===== config.mk =====
export PLATFORM = sky130hd
export DESIGN_NAME = seq_detect_prog
export DESIGN_NICKNAME = d
export VERILOG_FILES = /design/src/rtl/seq_detect_prog.sv
export SDC_FILE = /design/constraint.sdc
export NUM_CORES = 1
export LEC_CHECK = 0
export ABC_AREA = 1
export CAP_MARGIN = 25
export CORE_ASPECT_RATIO = 1.75
export CORE_UTILIZATION = 51
export DETAILED_ROUTE_END_ITERATION = 6
export GPL_TIMING_DRIVEN = 1
export PLACE_DENSITY = 0.77
export SLEW_MARGIN = 30
export SYNTH_ARGS = -nofsm -noshare
export SYNTH_HDL_FRONTEND = slang
export SYNTH_SLANG_ARGS = --single-unit

===== constraint.sdc =====
create_clock -name clk -period 3.82 [get_ports clk]
set_clock_uncertainty 0.15 [all_clocks]
set_input_delay 0.382 -clock clk [delete_from_list [all_inputs] [get_ports clk]]
set_output_delay 0.382 -clock clk [all_outputs]
set_load 0.02 [all_outputs]

===== src/rtl/seq_detect_prog.sv =====
// -----------------------------------------------------------------------------
// seq_detect_prog
//
// Programmable serial sequence detector with a saturating hit counter and a
// registered 7-segment display of the count.
//
// A PAT_LEN-bit pattern register is loaded serially. The first bit shifted in
// ends up as the MSB, which is the oldest bit of a match. In detect mode each
// accepted bit (x_valid=1) is shifted into a history register. A match is
// flagged once PAT_LEN bits have been collected and the last PAT_LEN bits
// equal the pattern. Overlapping or non-overlapping detection is selected per
// accepted bit by the overlap input.
//
// Parameters
//   PAT_LEN   : pattern length in bits (2..8)
//   RESET_PAT : pattern loaded by reset
//   CNT_W     : hit counter width (1..8)
//
// Ports
//   clk       : rising-edge clock
//   reset     : asynchronous active-high reset
//   x         : serial data bit
//   x_valid   : x is accepted only when this is 1
//   load      : 1 = shift accepted bits into the pattern, 0 = detect
//   overlap   : 1 = overlapping detection, 0 = non-overlapping
//   clear     : synchronous clear of the hit counter (wins over increment)
//   match     : registered one-cycle detection pulse
//   hit_count : saturating number of matches
//   seg       : 7-segment drive {a,b,c,d,e,f,g,dp}, active-high
// -----------------------------------------------------------------------------
module seq_detect_prog #(
   parameter int unsigned        PAT_LEN   = 3,
   parameter logic [PAT_LEN-1:0] RESET_PAT = 3'b011,
   parameter int unsigned        CNT_W     = 4
) (
   input  logic             clk,
   input  logic             reset,
   input  logic             x,
   input  logic             x_valid,
   input  logic             load,
   input  logic             overlap,
   input  logic             clear,
   output logic             match,
   output logic [CNT_W-1:0] hit_count,
   output logic [7:0]       seg
);

   // fill counts 0..PAT_LEN inclusive
   localparam int unsigned        FILL_W    = $clog2(PAT_LEN + 1);
   localparam logic [FILL_W-1:0]  FILL_FULL = FILL_W'(PAT_LEN);
   localparam logic [CNT_W-1:0]   CNT_MAX   = {CNT_W{1'b1}};
   localparam logic [6:0]         SEG_DASH  = 7'b0000001;
   localparam logic [7:0]         SEG_RESET = {SEG_DASH, 1'b0};

   // Hex digit to segments {a,b,c,d,e,f,g}
   function automatic logic [6:0] hex_to_seg(input logic [3:0] d);
      logic [6:0] s;
      case (d)
         4'h0:    s = 7'b1111110;
         4'h1:    s = 7'b0110000;
         4'h2:    s = 7'b1101101;
         4'h3:    s = 7'b1111001;
         4'h4:    s = 7'b0110011;
         4'h5:    s = 7'b1011011;
         4'h6:    s = 7'b1011111;
         4'h7:    s = 7'b1110000;
         4'h8:    s = 7'b1111111;
         4'h9:    s = 7'b1111011;
         4'hA:    s = 7'b1110111;
         4'hB:    s = 7'b0011111;
         4'hC:    s = 7'b1001110;
         4'hD:    s = 7'b0111101;
         4'hE:    s = 7'b1001111;
         default: s = 7'b1000111;
      endcase
      return s;
   endfunction

   logic [PAT_LEN-1:0] pat_q, pat_d;
   // Only PAT_LEN-1 history bits are stored; the oldest bit of a candidate
   // match is the one about to be shifted out, so it never needs a register.
   logic [PAT_LEN-2:0] hist_q, hist_d;
   logic [FILL_W-1:0]  fill_q, fill_d;
   logic               match_q, match_d;
   logic [CNT_W-1:0]   hit_q, hit_d;
   logic [7:0]         seg_q, seg_d;

   logic [PAT_LEN-1:0] hist_shift;
   logic [FILL_W-1:0]  fill_inc;
   logic [3:0]         hit_nib;

   always_comb begin
      pat_d      = pat_q;
      hist_d     = hist_q;
      fill_d     = fill_q;
      match_d    = 1'b0;
      hit_d      = hit_q;
      hist_shift = {hist_q, x};
      fill_inc   = (fill_q == FILL_FULL) ? fill_q : fill_q + FILL_W'(1);

      if (load) begin
         // Programming mode: detection is idle and restarts from scratch.
         hist_d = '0;
         fill_d = '0;
         if (x_valid) begin
            pat_d = {pat_q[PAT_LEN-2:0], x};
         end
      end else if (x_valid) begin
         hist_d = hist_shift[PAT_LEN-2:0];
         fill_d = fill_inc;
         if ((fill_inc == FILL_FULL) && (hist_shift == pat_q)) begin
            match_d = 1'b1;
            // Non-overlapping: the matched bits may not be reused.
            if (!overlap) begin
               fill_d = '0;
            end
         end
      end

      if (clear) begin
         hit_d = '0;
      end else if (match_d && (hit_q != CNT_MAX)) begin
         hit_d = hit_q + CNT_W'(1);
      end

      // Display the low hex digit of the next count; zero shows a dash.
      hit_nib = 4'(hit_d);
      if (hit_d == '0) begin
         seg_d = {SEG_DASH, match_d};
      end else begin
         seg_d = {hex_to_seg(hit_nib), match_d};
      end
   end

   always_ff @(posedge clk or posedge reset) begin
      if (reset) begin
         pat_q   <= RESET_PAT;
         hist_q  <= '0;
         fill_q  <= '0;
         match_q <= 1'b0;
         hit_q   <= '0;
         seg_q   <= SEG_RESET;
      end else begin
         pat_q   <= pat_d;
         hist_q  <= hist_d;
         fill_q  <= fill_d;
         match_q <= match_d;
         hit_q   <= hit_d;
         seg_q   <= seg_d;
      end
   end

   assign match     = match_q;
   assign hit_count = hit_q;
   assign seg       = seg_q;

endmodule


; ---- After elaboration in Yosys (flattened, before gate mapping)
; Memories as Yosys holds them, arrays and structs flattened.
; Cells that the tools add are included.
[word_totals]
regBits = 20
mem_bits_ro = 112
out_inout_bits = 13
memories = 1
[op_classes]
addsub = 2
n_eq_ne = 4
n_mux = 13
reduce_logical = 5
[memory_table]
columns = name, words, width, read_ports, rd_ports_with_merged_regs, wr, line_no
row1 = (no name shown), 16, 7, 1, 0, 0, 58  ; case (d)
[op_table]
columns = op, count
row1 = 2-to-1 mux 2 bit, 7
row2 = 2-to-1 mux 4 bit, 2
row3 = 2-to-1 mux 8 bit, 1
row4 = "adder 4 x 1 -> 4 bit, second input constant", 1
row5 = "== test 2 bit, second input constant", 2
row6 = zero test 4 bit, 1
row7 = "inequality test 4 bit, second input constant", 1
row8 = == test 3 bit, 1
row9 = 2-to-1 mux 1 bit, 3
row10 = "adder 2 x 1 -> 2 bit, second input constant", 1
row11 = logical AND 1 bit, 2
row12 = AND reduction 2 bit, 1
row13 = nonzero test 2 bit, 1

; ---- Longest topological paths before layout
[depth]
word_depth = 12
mapped_depth = 17
depth_no_buf = 17

; ---- Least setup slack after synthesis
; Ideal clock, no wire load.
[synth_path]
kind = register to register
from = register hit_q[0], in the netlist hit_count[0]
to = register seg_q[4], in the netlist seg[4]
setup_time_ns = 0.073
t_arrival_ns = 2.180
path_slack_ns = 1.417
stages_incl_launch_ff = 15
n_path_buf = 0
period_less_slack_ns = 2.403
cell_sequence = dfrtp_1 ha_1 nand2_1 inv_1 nand2_1 nand2_1 nand2_1 nand2_1 nor2_1 inv_1 ha_1 nand3_1 nand2_1 nand2_1 a21oi_2
[synth_between]
elab_chain_len = 6
elab_cells_between_ends = 8
cone_classes = 1 x add/sub / 1 x eq/ne / 3 x mux / 2 x reduce/logical / 1 x memory
[synth_rtl]
columns = item, line_no
row1 = from (decl), 85  ; logic [CNT_W-1:0] hit_q, hit_d;
row2 = from (signal assigned), 148  ; hit_q <= hit_d;
row3 = branches (longest 2 deep; another with adder 4 x 1 -> 4 bit), --
row4 = 2-to-1 mux 4 bit *, 122  ; end else if (match_d && (hit_q != CNT_MAX)) begin
row5 = 2-to-1 mux 4 bit *, 120  ; if (clear) begin
row6 = net hit_d[1], 85
row7 = memory read (16 x 7 bit) / zero test 4 bit (equally long branches), --
row8 = 2-to-1 mux 8 bit *, 128  ; if (hit_d == '0) begin
row9 = net seg_d[4], 86  ; logic [7:0] seg_q, seg_d;
row10 = to (signal assigned), 149  ; seg_q <= seg_d;
row11 = to (decl), 86
; Mark *: on every way through the listed nets, which the timed path passes.
; A chain may end at the register's enable or synchronous reset.

; ---- Final worst setup path
[layout_path]
from = input port x
to = register seg_q[3], in the netlist seg[3]
[layout_between]
elab_chain_len = 10
elab_cells_between_ends = 11
cone_classes = 1 x eq/ne / 6 x mux / 3 x reduce/logical / 1 x memory
[layout_rtl]
columns = item, line_no
row1 = from (decl), 38  ; input logic x,
row2 = == test 3 bit *, 111  ; if ((fill_inc == FILL_FULL) && (hist_shift == pat_q)) begin
row3 = logical AND 1 bit *, 111
row4 = 2-to-1 mux 1 bit *, 111
row5 = 2-to-1 mux 1 bit *, 108  ; end else if (x_valid) begin
row6 = 2-to-1 mux 1 bit *, 101  ; if (load) begin
row7 = net match_d, 84  ; logic match_q, match_d;
row8 = logical AND 1 bit *, 122
row9 = 2-to-1 mux 4 bit *, 122
row10 = 2-to-1 mux 4 bit *, 120
row11 = net hit_d[1], 85
row12 = memory read (16 x 7 bit) / zero test 4 bit (equally long branches), --
row13 = 2-to-1 mux 8 bit *, 128
row14 = net seg_d[3], 86
; The timed path passes the listed nets; every way through them passes the cells marked *.

==> run metrics <==
# diodes=0; post-route insts no fill=193; Leak=0.722 nW; r2r setup slk=roughly 1.1 ns; post-CTS resize count=0; Synth Flop Type=dfrtp_1; Post-CTS Setup Inserts=0; largest net degree at the start of global routing=20; Slew Viols, Final=0; I/O Buffers=19; proportion of layout cells with a drive suffix above 1=10.1%; buffers plus inverters on the worst setup path=2; CTS clk-pin slew, worst paths=0.10 ns; Setup WS pre-CTS=0.755 ns; gr usage total=20.9%; WL met1=913 um; core area=2150 sq um; synth cell count leaders=36 x nand2_1, 26 x inv_1, 16 x dfrtp_1, 14 x nor2_1, 11 x nand3_1; via count=1,007; Boundary Pins=20; cell taking the most area after synthesis=dfrtp_1; most used cell, CP=nand2_1; die area=2530 sq um; Tcrit/Tclk final=72.1%; flops & latches, synth=19; met3 wire length=72 um; top-count cell post-synth=nand2_1; Post-Place Cells=between 150 and 200; top sig layer=met4; CP required=between 3 and 4 ns; Final Util=65.9%; Hold Crit Class=primary input to async pin; count of cell types in the netlist=28; cells after synthesis=148; CTS tree=done; DR DRC count=0; die width=38.5 um; CP startpoint=x; post-layout min period=2.76 ns; Placed Area=1390 sq um; first-pass GRT wire length=3730 um; Setup crit end=seg[3]$_DFF_PP0_; top-area cell type share of the netlist area=33.8%; dpl hpwl=1920 um; Skew-Pair Late Insertion Delay=0.29 ns; max incr delay on CP=0.44 ns; largest cells by area after synthesis=dfrtp_1 34%, nand2_1 11%, ha_1 9.5%; delay-heaviest family, CP=simple AND/OR/NAND/NOR gates; crit-path cells=clkdlybuf4s50_1 > xnor2_1 > nand3_2 > nor2_4 > nand2_1 > nand2_1 > nand2_1 > nor2_1 > inv_1 > ha_1 > nor2_1 > nand2_1 > a21oi_1 > nor2_1; Mean Syn Cell Area=~8 sq um; net count after synthesis=164; grt total ovfl=0; GPL Wtd Cong=0.797; status=complete, no violations; Cell Area, Synth=1190 sq um; vias in the first global route=between 900 and 1k; design area=1420 sq um; yosys warns=0; RR Endpoint=seg[3]$_DFF_PP0_; initial antenna violation count=0; setup TNS=0 ns; RSZ-0062 raised after global routing=false; Pwr Density=roughly 270 nW/um^2; DR WL met2=between 1000 and 1500 um; Post-synth EDFFs=0; initial DRC count=32; Nets=186; Worst setup EP type=flip-flop; ys async rst share=100%; Vias/cell=5.22; reg2reg path depth=13; worst-margin pin slew=0.682 ns; Max-Cap Viols=0; Pre-antenna DRT Iters=4; CP max-delay cell=clkdlybuf4s50_1; CTS sink count=19; Num CTS Buffers=3; relative slew slack=54.5%; WP depth=14; area delta synth->final=19.3%; drt wl/cell=12.4 um; critical path fanouts, max=7; critical path launch point type=primary input; H-tree depth=1; FMAX=363 MHz; Initial Util=55.2%; clock tree buffer depth=2; launching point of the worst reg2reg path=pat_q[0]$_DFFE_PP1P_; Hold Buf Count CTS=0; worst endpoint data arrival time=2.80 ns; Antenna Nets Post-Route=0; Worst Slack Setup Final=1.06 ns; Max VDD drop=0.178 mV; Final setup viols=0; final hold viol count=0; Seq/Total Area, Yosys=roughly two fifths; final wirelength=approximately 2400 um; Rows=22; clock root buffer=clkbuf_4; Worst Path Class, Setup=primary input to flip-flop; Die Span Y=65.8 um
## per-layer routing
metal / track usage (%) / vias up
met2: 38.6 / 29
met5: 0 / -
li1: - / 507
met4: 12.1 / 0
met1: 20.5 / 463
met3: 2.69 / 8
## placed cells by master, fill, tap and decap left out
| cell type | netlist | routed |
|---|---|---|
| nand3_1 | 11 | 11 |
| nand3_4 | 2 | 2 |
| nand3_2 | 2 | 2 |
| nand2_1 | 36 | 36 |
| dfrtp_1 | 16 | 16 |
| nor2_1 | 14 | 14 |
| clkinv_2 | 0 | 1 |
| o21bai_1 | 1 | 1 |
| xnor2_1 | 1 | 1 |
| a21oi_1 | 5 | 5 |
| o31ai_1 | 1 | 1 |
| ha_1 | 9 | 9 |
| a21oi_2 | 1 | 1 |
| o22ai_1 | 4 | 4 |
| nand3b_1 | 1 | 1 |
| o21ai_1 | 1 | 1 |
| clkbuf_4 | 0 | 3 |
| nand4_1 | 1 | 1 |
| dfstp_2 | 3 | 3 |
| or2_0 | 1 | 1 |
| xor2_1 | 1 | 1 |
| a21oi_4 | 1 | 1 |
| or2_2 | 1 | 1 |
| nor2_4 | 1 | 1 |
| clkdlybuf4s50_1 | 0 | 19 |
| inv_1 | 26 | 26 |
| o21ai_0 | 4 | 4 |
| nand2_2 | 1 | 1 |
| inv_2 | 1 | 1 |
## worst min path at each step
| stage | startpoint | slack [ns] | cells past startpoint | to |
|---|---|---|---|---|
| floorplan | reset | 0.18 | 1 | fill_q[0]$_DFFE_PP0P_ |
| global placement | pat_q[0]$_DFFE_PP1P_ | 0.35 | 2 | pat_q[0]$_DFFE_PP1P_ |
| detailed placement | pat_q[1]$_DFFE_PP1P_ | 0.35 | 2 | pat_q[1]$_DFFE_PP1P_ |
| CTS | reset | 0.36 | 2 | hist_q[1]$_DFFE_PP0P_ |
| global route | reset | 0.41 | 2 | hist_q[1]$_DFFE_PP0P_ |
| finish | reset | 0.33 | 2 | hist_q[1]$_DFFE_PP0P_ |
## layout make-up
type	instances	area [sq um]
Clock inverter	1	5.00
Multi-Input combinational cell	100	587
Inverter	27	101
Fill cell	196	732
Timing Repair Buffer	19	190
Sequential cell	19	479
Clock buffer	3	22.5
Tap cell	24	30.0
## per-stage QoR
step	hold slack, ns	power [mW]
2_1_floorplan	0.181	0.258
3_3_place_gp	0.350	0.278
3_5_place_dp	0.351	0.280
4_1_cts	0.365	0.379
5_1_grt	0.412	0.394
6_report	0.330	0.376
## flip-flops by register name, indices dropped and copies added (netlist names)
register and count:
hist_q 2, hit_count 4, pat_q 3, seg 8
fill_q 2
## power breakdown
part | switching [mW] | internal, mW
combinational | 0.0338 | 0.0221
clock | 0.0605 | 0.0390
sequential | 0.00650 | 0.214
total | 0.101 | 0.275
## cell families (layout without fill, tap and decap cells)
logic type / count (synthesis) / after routing / share of synthesized area [%]
simple gates: 71 / 71 / 28.8
buf+inv: 29 / 50 / 10.1
flops: 19 / 19 / 40.4
compound gates: 18 / 18 / 9.70
fa+ha+maj: 9 / 9 / 9.49
xor+xnor: 2 / 2 / 1.48
Power figures use the tool's default switching activity.
